### src/rtl/ui_pkg.sv
// Shared types and constants for the front-panel input conditioning logic.
package ui_pkg;

    typedef enum logic [1:0] {
        IDLE            = 2'd0,
        PRESS_PENDING   = 2'd1,
        PRESSED         = 2'd2,
        RELEASE_PENDING = 2'd3
    } chanState_e;

    localparam int DEBOUNCE_10MS_AT_50MHZ = 500000;
    localparam int HOLD_1S_AT_50MHZ       = 50000000;

    // Channel assignment of the music box front panel.
    localparam int MUSIC_KEY0     = 0;
    localparam int MUSIC_KEY1     = 1;
    localparam int MUSIC_KEY2     = 2;
    localparam int MUSIC_KEY3     = 3;
    localparam int MUSIC_KEY4     = 4;
    localparam int MUSIC_KEY5     = 5;
    localparam int PLAY_SONG0     = 6;
    localparam int PLAY_SONG1     = 7;
    localparam int MAKE_RECORDING = 8;
    localparam int PLAY_RECORDING = 9;

endpackage

### src/rtl/ui_channel_debounce.sv
// One input channel: synchroniser, debounce FSM, press/release pulses and
// single-shot long-press detection. All outputs are registered.
module ui_channel_debounce
    import ui_pkg::*;
#(
    parameter int SYNC_STAGES     = 2,
    parameter int DEBOUNCE_CYCLES = DEBOUNCE_10MS_AT_50MHZ,
    parameter int HOLD_CYCLES     = HOLD_1S_AT_50MHZ,
    parameter bit ACTIVE_LOW      = 1'b1
) (
    input  logic clock_50Mhz,
    input  logic reset_n,
    input  logic rawIn,
    output logic debLevel,
    output logic pressPulse,
    output logic releasePulse,
    output logic holdPulse
);

    localparam int DCW = $clog2(DEBOUNCE_CYCLES + 1);
    localparam int HCW = (HOLD_CYCLES > 0) ? $clog2(HOLD_CYCLES + 1) : 1;
    localparam logic [DCW-1:0] DEB_LAST = DCW'(DEBOUNCE_CYCLES - 1);
    localparam logic [HCW-1:0] HOLD_MAX = HCW'(HOLD_CYCLES);
    localparam bit HOLD_EN  = (HOLD_CYCLES != 0);
    localparam logic IDLE_RAW = ACTIVE_LOW;

    logic [SYNC_STAGES-1:0] syncReg;
    logic                   sample;
    chanState_e             state, nextState;
    logic [DCW-1:0]         debCnt, nextCnt;
    logic [HCW-1:0]         holdCnt;

    always_ff @(posedge clock_50Mhz or negedge reset_n) begin
        if (!reset_n) begin
            syncReg <= {SYNC_STAGES{IDLE_RAW}};
        end else begin
            syncReg <= {syncReg[SYNC_STAGES-2:0], rawIn};
        end
    end

    // Normalise polarity so that 1 always means pressed from here on.
    assign sample = syncReg[SYNC_STAGES-1] ^ IDLE_RAW;

    always_comb begin
        nextState = state;
        nextCnt   = debCnt;
        unique case (state)
            IDLE: begin
                if (sample) begin
                    nextState = PRESS_PENDING;
                    nextCnt   = DCW'(1);
                end
            end
            PRESS_PENDING: begin
                if (!sample) begin
                    nextState = IDLE;
                    nextCnt   = '0;
                end else if (debCnt == DEB_LAST) begin
                    nextState = PRESSED;
                    nextCnt   = '0;
                end else begin
                    nextCnt = debCnt + 1'b1;
                end
            end
            PRESSED: begin
                if (!sample) begin
                    nextState = RELEASE_PENDING;
                    nextCnt   = DCW'(1);
                end
            end
            RELEASE_PENDING: begin
                if (sample) begin
                    nextState = PRESSED;
                    nextCnt   = '0;
                end else if (debCnt == DEB_LAST) begin
                    nextState = IDLE;
                    nextCnt   = '0;
                end else begin
                    nextCnt = debCnt + 1'b1;
                end
            end
            default: begin
                nextState = IDLE;
                nextCnt   = '0;
            end
        endcase
    end

    always_ff @(posedge clock_50Mhz or negedge reset_n) begin
        if (!reset_n) begin
            state        <= IDLE;
            debCnt       <= '0;
            debLevel     <= 1'b0;
            pressPulse   <= 1'b0;
            releasePulse <= 1'b0;
        end else begin
            state        <= nextState;
            debCnt       <= nextCnt;
            debLevel     <= (nextState == PRESSED) || (nextState == RELEASE_PENDING);
            pressPulse   <= (state == PRESS_PENDING) && (nextState == PRESSED);
            releasePulse <= (state == RELEASE_PENDING) && (nextState == IDLE);
        end
    end

    // Saturating hold count; the pulse fires as the count steps onto HOLD_MAX.
    always_ff @(posedge clock_50Mhz or negedge reset_n) begin
        if (!reset_n) begin
            holdCnt   <= '0;
            holdPulse <= 1'b0;
        end else begin
            holdPulse <= HOLD_EN && debLevel && (holdCnt == HOLD_MAX - 1'b1);
            if (!debLevel) begin
                holdCnt <= '0;
            end else if (holdCnt != HOLD_MAX) begin
                holdCnt <= holdCnt + 1'b1;
            end
        end
    end

endmodule

### src/rtl/ui_input_conditioner.sv
// Multi-channel front-panel input conditioner: per-channel debounce plus a
// registered lowest-index priority encoder over the debounced levels.
module ui_input_conditioner
    import ui_pkg::*;
#(
    parameter int NUM_CHANNELS    = 10,
    parameter int SYNC_STAGES     = 2,
    parameter int DEBOUNCE_CYCLES = DEBOUNCE_10MS_AT_50MHZ,
    parameter int HOLD_CYCLES     = HOLD_1S_AT_50MHZ,
    parameter bit ACTIVE_LOW      = 1'b1,
    localparam int IDX_W = (NUM_CHANNELS > 1) ? $clog2(NUM_CHANNELS) : 1
) (
    input  logic                    clock_50Mhz,
    input  logic                    reset_n,
    input  logic [NUM_CHANNELS-1:0] inputWire,
    output logic [NUM_CHANNELS-1:0] outputLevel,
    output logic [NUM_CHANNELS-1:0] outputPress,
    output logic [NUM_CHANNELS-1:0] outputRelease,
    output logic [NUM_CHANNELS-1:0] outputHold,
    output logic                    anyPressed,
    output logic [IDX_W-1:0]        lowestPressedIndex
);

    logic [IDX_W-1:0] lowestIdx;

    for (genvar ch = 0; ch < NUM_CHANNELS; ch++) begin : gChannel
        ui_channel_debounce #(
            .SYNC_STAGES    (SYNC_STAGES),
            .DEBOUNCE_CYCLES(DEBOUNCE_CYCLES),
            .HOLD_CYCLES    (HOLD_CYCLES),
            .ACTIVE_LOW     (ACTIVE_LOW)
        ) uChannel (
            .clock_50Mhz (clock_50Mhz),
            .reset_n     (reset_n),
            .rawIn       (inputWire[ch]),
            .debLevel    (outputLevel[ch]),
            .pressPulse  (outputPress[ch]),
            .releasePulse(outputRelease[ch]),
            .holdPulse   (outputHold[ch])
        );
    end

    // Scan downwards so the lowest pressed channel is the last to win.
    always_comb begin
        lowestIdx = '0;
        for (int i = NUM_CHANNELS - 1; i >= 0; i--) begin
            if (outputLevel[i]) begin
                lowestIdx = IDX_W'(i);
            end
        end
    end

    always_ff @(posedge clock_50Mhz or negedge reset_n) begin
        if (!reset_n) begin
            anyPressed         <= 1'b0;
            lowestPressedIndex <= '0;
        end else begin
            anyPressed         <= |outputLevel;
            lowestPressedIndex <= lowestIdx;
        end
    end

endmodule

### config.mk
export PLATFORM = sky130hd
export DESIGN_NAME = ui_input_conditioner
export DESIGN_NICKNAME = d
export VERILOG_FILES = /design/src/rtl/ui_pkg.sv /design/src/rtl/ui_channel_debounce.sv /design/src/rtl/ui_input_conditioner.sv
export SDC_FILE = /design/constraint.sdc
export NUM_CORES = 1
export LEC_CHECK = 0
export ABC_AREA = 1
export CORE_ASPECT_RATIO = 0.8
export CORE_UTILIZATION = 50
export CTS_CLUSTER_DIAMETER = 100
export DETAILED_ROUTE_END_ITERATION = 8
export GPL_TIMING_DRIVEN = 0
export PLACE_DENSITY = 0.66
export SLEW_MARGIN = 20
export SYNTH_ARGS = -nofsm -noshare
export SYNTH_HDL_FRONTEND = slang
export SYNTH_SLANG_ARGS = --single-unit
export TNS_END_PERCENT = 50
### constraint.sdc
create_clock -name clock_50Mhz -period 5.3 [get_ports clock_50Mhz]
set_clock_uncertainty 0.15 [all_clocks]
set_input_delay 0.53 -clock clock_50Mhz [delete_from_list [all_inputs] [get_ports clock_50Mhz]]
set_output_delay 0.53 -clock clock_50Mhz [all_outputs]
set_load 0.02 [all_outputs]
Word-level counts from Yosys, hierarchy flattened
Cells that the tools add are included.

Bits in registers: 535. Bits of input ports: 12. Output and inout port bits: 45. Logic and storage cells: 443.

Add/sub/neg operators: 20. Eq/ne operators: 110. Multiplexer cells: 160. Reductions and logical operators: 71.

Operators with widths (number): 19-bit two-way mux (50); 19-bit one-hot mux with 4 select lines (10); 26-bit two-way mux (20); 26-bit by 1-bit adder with 26-bit output, second input constant (10); 26-bit == test, second input constant (10); 26-bit inequality test, second input constant (10); 19-bit by 1-bit adder with 19-bit output, second input constant (10); 19-bit == test, second input constant (10); 2-bit two-way mux (60); 2-bit == test, second input constant (40); 2-bit one-hot mux with 4 select lines (10); 2-bit logical NOT (20); 4-bit two-way mux (10); 2-bit inequality test, second input constant (20); 1-bit logical AND (30); 2-bit by 1-bit == test with 1-bit output, second input constant (10); 2-bit by 1-bit inequality test with 1-bit output, second input constant (10); 2-bit AND reduction (10); 1-bit logical OR (10); 10-bit OR reduction (1).

Longest topological paths before layout
Gate-level depths: netlist of run 1.

Depth after elaboration: 10. Mapped depth: 11. Mapped depth without buffers: 11.

Cells and area by module
A second synthesis of run 1 with hierarchy kept.

Cell total of the unflattened synthesis: 4255. Area, all modules: 31188.7 sq um.

Modules (own cells, without submodules): ui_channel_debounce at gChannel[0].uChannel ... (instances 8, cells an instance 417, area each 3066.7 sq um, sequential area each 1328.8 sq um); ui_channel_debounce at gChannel[3].uChannel (instances 1, cells an instance 452, area each 3263.1 sq um, sequential area each 1328.8 sq um); ui_channel_debounce at gChannel[9].uChannel (instances 1, cells an instance 434, area each 3144.3 sq um, sequential area each 1328.8 sq um); ui_input_conditioner (instances 1, cells an instance 33, area each 247.7 sq um, sequential area each 125.1 sq um).

Worst setup path before layout of run 1
No wires, ideal clock.

Kind: register to register. From: register gChannel[4].uChannel.holdCnt[0]. To: register gChannel[4].uChannel.holdCnt[22]. Library setup time: 0.117 ns. Arrival time: 1.384 ns. Required time: 5.033 ns. Setup slack: 3.649 ns. Cell stages (with the launch flop): 11. Buffers on the path: 0. Clock period less this slack: 1.651 ns. Cell sequence: dfrtp_1 -> ha_1 -> nand2_2 -> nor2_4 -> inv_4 -> nor2_8 -> nand2_4 -> nor2_4 -> nand2_1 -> nor2_1 -> nor2_1.

Word-level cells in the longest chain between the ends: 3. Elaborated cells between the ends (all ways): 5. Those cells by class: add/sub: 1; eq/ne: 2; mux: 2.

Ends and longest elaborated chain: from (decl) (RTL line ui_channel_debounce.sv:31) `logic [HCW-1:0] holdCnt;`; from (signal assigned) (RTL line ui_channel_debounce.sv:115) `holdCnt <= holdCnt + 1'b1;`; 26-bit by 1-bit adder with 26-bit output (RTL line ui_channel_debounce.sv:115); 26-bit two-way mux (RTL line ui_channel_debounce.sv:114) `end else if (holdCnt != HOLD_MAX) begin`; 26-bit two-way mux (RTL line ui_channel_debounce.sv:112) `if (!debLevel) begin`.

Several ways; a longest one is shown, not always the timed one. The select of a mux whose other input is x is not followed. A chain may end at the register's enable or synchronous reset.

Final worst setup path of run 1
From: register gChannel[8].uChannel.debLevel. To: output outputLevel[8].

RTL lines: from (decl) (RTL line ui_channel_debounce.sv:14) `output logic debLevel,`; from (signal assigned) (RTL line ui_channel_debounce.sv:99) `debLevel <= (nextState == PRESSED) || (nextState == RELEASE_PENDING);`; to (decl) (RTL line ui_input_conditioner.sv:16) `output logic [NUM_CHANNELS-1:0] outputLevel,`.

No word-level cell between the ends.

==> summary.md, run 1 <==
| Metric | Value |
|---|---|
| Largest stage delay, worst path | a little over 0.6 ns |
| CTS Buffer Depth | 3 |
| Synth-to-layout area growth | 12.3% |
| Buf+Inv Stages, Crit Path | 2 |
| Critical Path Fanout Max | 4 |
| Critical path class | reg2out |
| First-pass GRT wire length | 116000 um |
| Setup TNS | 0 ns |
| DR iter-0 viols | between 1500 and 2000 |
| Via count | 26200 |
| Maximum VDD drop | 0.239 mV |
| Tot Pwr | 8.74 mW |
| Dpl hpwl | 49000 um |
| Slew Limit Fails | 0 |
| Global routing usage on met3 | 2.63% |
| Placed Cells | 5060 |
| GR Util met2 | about 32% |
| # DRC | 0 |
| ANT cells | 0 |
| Clock Latency Late Sink | between 0.6 and 0.7 ns |
| Unrepaired setup endpoints after global routing | false |
| Row cnt | 80 |
| Design area | 34300 um^2 |
| Initial Util | approximately half |
| WHS | 0.172 ns |
| Gr ovfl total | 0 |
| Post-CTS sizing | 0 |
| Pleak | 15.0 nW |
| Hold Crit Class | in2reg |
| GP Congestion | 0.904 |
| Synth Register Bits | 535 |
| Fin crit period | 2.68 ns |
| Nets@finish | 4383 |
| Root Buffer Master | clkbuf_16 |
| Gr busiest metal | met1 |
| Total CTS buffers | 57 |
| Antenna Nets Post-Route | 0 |
| Detailed Route WL | 67100 um |
| Setup crit start kind | register |
| Vias in the first global route | 24200 |
| Ys async rst share | 100% |
| Syn Area/Cell | 7.23 um^2 |
| Post-CTS setup buffer count | 0 |
| Die area | about 62000 um^2 |
| Status | complete, no violations |
| Share of cells above drive strength 1 | 6.84% |
| Fmax | 373 MHz |
| Overall Global Routing Usage | approximately 22% |
| I/O Buffers | 56 |
| Synth Warn # | 0 |
| Post-synth EDFFs | 0 |
| Syn nets | 4261 |
| Die W | 278 um |
| Number of vias per cell | 5.07 |
| Post-DP Area | approximately 32000 um^2 |
| Post-DR wirelength/cell | roughly 13 um |
| Pin count of the biggest net entering global routing | 98 |
| WP data arrival | about 2.0 ns |
| Fin cells | 5166 |
| Seq/Total Area, Yosys | between 40% and 50% |
| Crit-path cells | buf_4, clkdlybuf4s50_1 |
| I/O pin cnt | 57 |
| Least-Margin Pin Slew | 0.693 ns |
| Clock transition at path regs | 0.06 ns |
| Main synth FF type | dfrtp_1 |
| Commonest non-fill, non-tap cell in the layout | nand2_1 |
| Synth cell types | 47 |
| Mapped cell area | approximately 30000 um^2 |
| Critical Path RT | approximately 4.6 ns |
| Syn Inst Count | 4219 |
| Core area | 60000 um^2 |
| Die Y | 223 um |
| Power per cell area | 255 nW/um^2 |
| Final Hold Viols | 0 |
| Critical-path top delay cell | dfrtp_1 |
| Normalized max-slew margin | roughly 54% |
| Final Cycle Share | between 50% and 60% |
| Hold Buf Count CTS | 1 |
| CP top delay family | buffers and inverters |
| Total clock sinks | 535 |
| CTS tree | done |
| Crit path capture type | output pin |
| Setup Viol. Count Final | 0 |
| Number of iterations in the first detailed-routing pass | 5 |
| Met1 usage | 34.7% |
| Most frequent cells in the layout | nand2_1 (1073), nor2_1 (697), inv_1 (545), dfrtp_1 (515), nand3_1 (339) |
| Clock H-tree levels | 2 |
| # Max-Cap Violations | 0 |
| Initial antenna violation count | 1 |
==> state kept, by name (all words and copies together), names as in the netlist <==
| signal | count |
|---|---|
| gChannel.uChannel.debCnt | 190 |
| lowestPressedIndex | 4 |
| gChannel.uChannel.holdCnt | 260 |
| gChannel.uChannel.pressPulse | 10 |
| gChannel.uChannel.releasePulse | 10 |
| anyPressed | 1 |
| gChannel.uChannel.syncReg | 20 |
| gChannel.uChannel.debLevel | 10 |
| gChannel.uChannel.state | 20 |
| gChannel.uChannel.holdPulse | 10 |
==> synth_stat cells (3+ instances only) <==
library cell | number | area (um^2)
a211oi_1 | 6 | 45.0
or2_2 | 3 | 18.8
and3_1 | 6 | 37.5
a21oi_1 | 113 | 566
nand3_2 | 16 | 160
o22ai_1 | 31 | 194
nand2_1 | 1073 | 4030
nor2_1 | 697 | 2620
xor2_1 | 116 | 1020
inv_1 | 545 | 2050
nand3_1 | 339 | 1700
buf_4 | 44 | 330
inv_2 | 14 | 52.6
buf_2 | 19 | 95.1
nor2_4 | 18 | 203
nor2_2 | 36 | 225
o21ai_0 | 171 | 856
dfrtp_1 | 515 | 12900
nor3_1 | 121 | 606
nand4_1 | 110 | 688
o21ai_1 | 17 | 85.1
a21o_1 | 4 | 30.0
clkinv_1 | 4 | 15.0
o21bai_1 | 8 | 60.1
clkbuf_1 | 24 | 90.1
xnor2_1 | 28 | 245
nand2_4 | 4 | 45.0
nor4_1 | 13 | 81.3
dfstp_2 | 20 | 526
o21a_1 | 6 | 45.0
nand3b_1 | 13 | 97.6
nor3_2 | 6 | 60.1
ha_1 | 30 | 375
o31ai_1 | 4 | 30.0
nor3b_1 | 8 | 60.1
nand2_2 | 17 | 106
a31oi_1 | 5 | 31.3
nor3_4 | 3 | 48.8
==> power by group <==
part           internal (mW)  switching (mW)
Sequential              4.13          0.0347
Clock                   2.68            1.65
Combinational         0.0704           0.177
==> worst register-to-register path: cells and delay by family (launching register included) <==
| kind | cells | cell delay [ns] |
|---|---|---|
| compound gates | 1 | 0.31 |
| flops | 1 | 0.49 |
| buf+inv | 2 | 0.66 |
| simple gates | 1 | 0.36 |
==> final cells by class <==
cell class | count | area (um^2)
Clock buffer | 81 | 1600
Clock inverter | 24 | 440
Sequential cell | 535 | 13400
Inverter | 564 | 2120
Fill cell | 5668 | 25700
Buffer | 90 | 528
Tap cell | 779 | 975
Multi-Input combinational cell | 3030 | 14400
Timing Repair Buffer | 63 | 741
==> logic make-up after synthesis <==
logic type,Yosys count,share of synthesized area [%]
adder cells (fa/ha/maj),30,1.23
AND/OR/NAND/NOR,2488,35.5
buffers and inverters,654,8.68
flip-flops,535,44.0
AO/OA/AOI/OAI,368,6.45
XOR/XNOR,144,4.14
==> layer usage <==
layer,up-vias,wire length (um)
li1,13600,-
met1,12000,35800
met2,414,27700
met3,77,2510
met4,0,1100
met5,-,0
==> stage by stage <==
step           setup WS [ns]  utilization (%)
2_1_floorplan           3.65                -
6_report                2.62             57.1
3_3_place_gp          -20.97             53.4
5_1_grt                 2.56             57.1
4_1_cts                 2.54             57.1
3_5_place_dp            3.21             53.7
==> final timing paths <==
| kind | from | end | slack, ns | cells after the start |
|---|---|---|---|---|
| worst max-delay path | gChannel[8].uChannel.debLevel$_DFF_PN0_ | outputLevel[8] | 2.62 | 2 |
| worst min-delay path | inputWire[6] | gChannel[6].uChannel.syncReg[0]$_DFF_PN1_ | 0.17 | 1 |
| worst max register to register | gChannel[1].uChannel.debLevel$_DFF_PN0_ | lowestPressedIndex[2]$_DFF_PN0_ | 3.24 | 4 |
| worst min register to register | gChannel[8].uChannel.syncReg[0]$_DFF_PN1_ | gChannel[8].uChannel.syncReg[1]$_DFF_PN1_ | 0.20 | 0 |
| max in group asynchronous | reset_n | gChannel[2].uChannel.syncReg[1]$_DFF_PN1_ | 3.55 | 4 |
| min in group asynchronous | reset_n | gChannel[7].uChannel.debCnt[5]$_DFFE_PN0P_ | 0.22 | 2 |
(Power assumes the default switching activity.)
==> run 2, diff against run 1 <==
--- a/config.mk
+++ b/config.mk
@@ -11,7 +11,7 @@
 export CTS_CLUSTER_DIAMETER = 100
 export DETAILED_ROUTE_END_ITERATION = 8
 export GPL_TIMING_DRIVEN = 0
-export PLACE_DENSITY = 0.66
+export PLACE_DENSITY = 0.69
 export SLEW_MARGIN = 20
 export SYNTH_ARGS = -nofsm -noshare
 export SYNTH_HDL_FRONTEND = slang
==> constraint.sdc (replaced) <==
create_clock -name clock_50Mhz -period 2.44 [get_ports clock_50Mhz]
set_clock_uncertainty 0.15 [all_clocks]
set_input_delay 0.244 -clock clock_50Mhz [delete_from_list [all_inputs] [get_ports clock_50Mhz]]
set_output_delay 0.244 -clock clock_50Mhz [all_outputs]
set_load 0.02 [all_outputs]
==> run 2 against run 1 <==
Count of clock-buffer cells in the layout shrank 7. Cell count is essentially flat. Sequential power grew 120%. Largest cell class unchanged. Largest power group is now registers.
==> summary.md, run 2 (synthesis results as in run 1) <==
| Metric | Value |
|---|---|
| I/O Buffers | between 50 and 60 |
| DR iter-0 viols | 2026 |
| Clock transition at path regs | 0.06 ns |
| Share of cells above drive strength 1 | 7.01% |
| Setup crit start kind | register |
| Hold Crit Class | in2async |
| First-pass GRT wire length | 116000 um |
| I/O pin cnt | 57 |
| Most frequent cells in the layout | nand2_1 (1073), nor2_1 (697), inv_1 (545), dfrtp_1 (514), nand3_1 (339) |
| Least-Margin Pin Slew | 0.688 ns |
| WP data arrival | 1.92 ns |
| Nets@finish | around 4400 |
| Fin crit period | 2.31 ns |
| Power per cell area | roughly 540 nW/um^2 |
| Gr ovfl total | 0 |
| Largest registers | gChannel.uChannel.holdCnt (260), gChannel.uChannel.debCnt (190) |
| Post-CTS setup buffer count | 0 |
| Max reg flops | 260 |
| Final Hold Viols | 0 |
| Design area | 34300 um^2 |
| Post-DR wirelength/cell | between 10 and 15 um |
| Critical path class | reg2out |
| Setup TNS | 0 ns |
| Number of iterations in the first detailed-routing pass | 6 |
| Largest stage delay, worst path | just under 0.6 ns |
| Total clock sinks | 535 |
| Dpl hpwl | 48900 um |
| Core area | 60000 um^2 |
| Root Buffer Master | clkbuf_16 |
| Die area | 62000 um^2 |
| Overall Global Routing Usage | 22.1% |
| Clock Latency Late Sink | 0.61 ns |
| Fillers | 5587 |
| Initial antenna violation count | 0 |
| Critical-path top delay cell | clkdlybuf4s50_1 |
| Row cnt | 80 |
| Die W | 278 um |
| Pin count of the biggest net entering global routing | 97 |
| Antenna Nets Post-Route | 0 |
| Detailed Route WL | 67100 um |
| Register area | roughly 13000 um^2 |
| GP Congestion | 0.901 |
| Unrepaired setup endpoints after global routing | false |
| Crit-path cells | buf_4, clkdlybuf4s50_1 |
| Pleak | 15.0 nW |
| Via count | 26300 |
| Maximum VDD drop | 0.516 mV |
| ANT cells | 0 |
| WHS | 0.0194 ns |
| Post-DP Area | 32200 um^2 |
| Multi-input logic area | 14400 um^2 |
| Initial Util | 50.9% |
| Fmax | 432 MHz |
| Reg with most FFs | gChannel.uChannel.holdCnt |
| Normalized max-slew margin | a little over half |
| Crit path capture type | output pin |
| Number of vias per cell | 5.09 |
| Setup Viol. Count Final | 0 |
| Die Y | 223 um |
| Slew Limit Fails | 0 |
| # Max-Cap Violations | 0 |
| Final Cycle Share | between 90 and 100% |
| Buf+Inv Stages, Crit Path | 2 |
| Status | complete, no violations |
| CTS Buffer Depth | 3 |
| CTS tree | done |
| Critical Path RT | 2.05 ns |
| Total CTS buffers | 55 |
| # DRC | 0 |
| Setup ws final | 0.126 ns |
| Commonest non-fill, non-tap cell in the layout | nand2_1 |
| Critical Path Fanout Max | 2 |
| CP top delay family | buffers and inverters |
| Vias in the first global route | 24100 |
| Clock H-tree levels | 2 |
| Pre-CTS WS | 0.322 ns |
| Synth-to-layout area growth | 12.3% |
## run 2: changes by cell type in the layout (fill, tap and decap cells not counted), moves of 3 or more
cell / previous run / this run
clkinv_2: 8 / 12
clkbuf_16: 58 / 55
bufinv_16: 12 / 8
clkbuf_1: 41 / 29
clkinvlp_4: 2 / 5
dlygate4sd3_1: 1 / 11
clkbuf_8: 6 / 14
## run 2: what timing repair did
| action | 4_1_cts | 5_1_grt |
|---|---|---|
| hold buffers | 11 | 0 |
| setup endpoints to repair | 1 | 0 |
| gates resized for setup | 1 | 0 |
| hold endpoints to repair | 317 | 0 |
## run 2: path summary, 6_finish.rpt
| check | slack (ns) | from | cells past startpoint | end |
|---|---|---|---|---|
| min in group clock_50Mhz | 0.19 | gChannel[2].uChannel.syncReg[0]$_DFF_PN1_ | 0 | gChannel[2].uChannel.syncReg[1]$_DFF_PN1_ |
| worst min register to register | 0.19 | gChannel[2].uChannel.syncReg[0]$_DFF_PN1_ | 0 | gChannel[2].uChannel.syncReg[1]$_DFF_PN1_ |
| worst max-delay path | 0.13 | gChannel[2].uChannel.debLevel$_DFF_PN0_ | 2 | outputLevel[2] |
| max in group asynchronous | 0.62 | reset_n | 5 | gChannel[2].uChannel.holdCnt[25]$_DFFE_PN0P_ |
| worst min-delay path | 0.02 | reset_n | 2 | gChannel[1].uChannel.debCnt[7]$_DFFE_PN0P_ |
| worst max register to register | 0.25 | gChannel[1].uChannel.debLevel$_DFF_PN0_ | 5 | anyPressed$_DFF_PN0_ |
## run 2: power by group
| group | switching (mW) | internal (mW) | total [mW] | leakage (nW) |
|---|---|---|---|---|
| combinational | 0.389 | 0.163 | 0.552 | 6.72 |
| clock | 3.61 | 5.39 | 9.00 | 0.950 |
| sequential | 0.0755 | 8.97 | 9.04 | 7.35 |
## run 2: final cells by class
type,count,share of cell area (%)
Multi-Input combinational cell,3030,42.2
Sequential cell,535,39.2
Inverter,564,6.19
Clock buffer,74,4.64
Tap cell,779,2.85
Timing Repair Buffer,73,2.45
Buffer,90,1.54
Clock inverter,26,1.01
## run 2: metrics by stage
stage / instances / utilization [%] / total power, mW
6_report: 5171 / 57.1 / 18.6
5_1_grt: 5171 / 57.1 / 19.3
4_1_cts: 5171 / 57.1 / 18.9
3_5_place_dp: 5060 / 53.7 / 9.76
3_3_place_gp: 5054 / 53.4 / 9.74
2_1_floorplan: 4219 / - / 9.44
## run 2: metal layers
metal / share of wire [%] / vias up / GRT usage [%] / wire [um]
li1: - / 13700 / - / -
met1: 53 / 12100 / 34.7 / 35600
met2: 41 / 511 / 32.5 / 27300
met3: 4.5 / 71 / 2.62 / 3040
met4: 1.7 / 0 / 4.95 / 1110
met5: 0 / - / 0 / 0
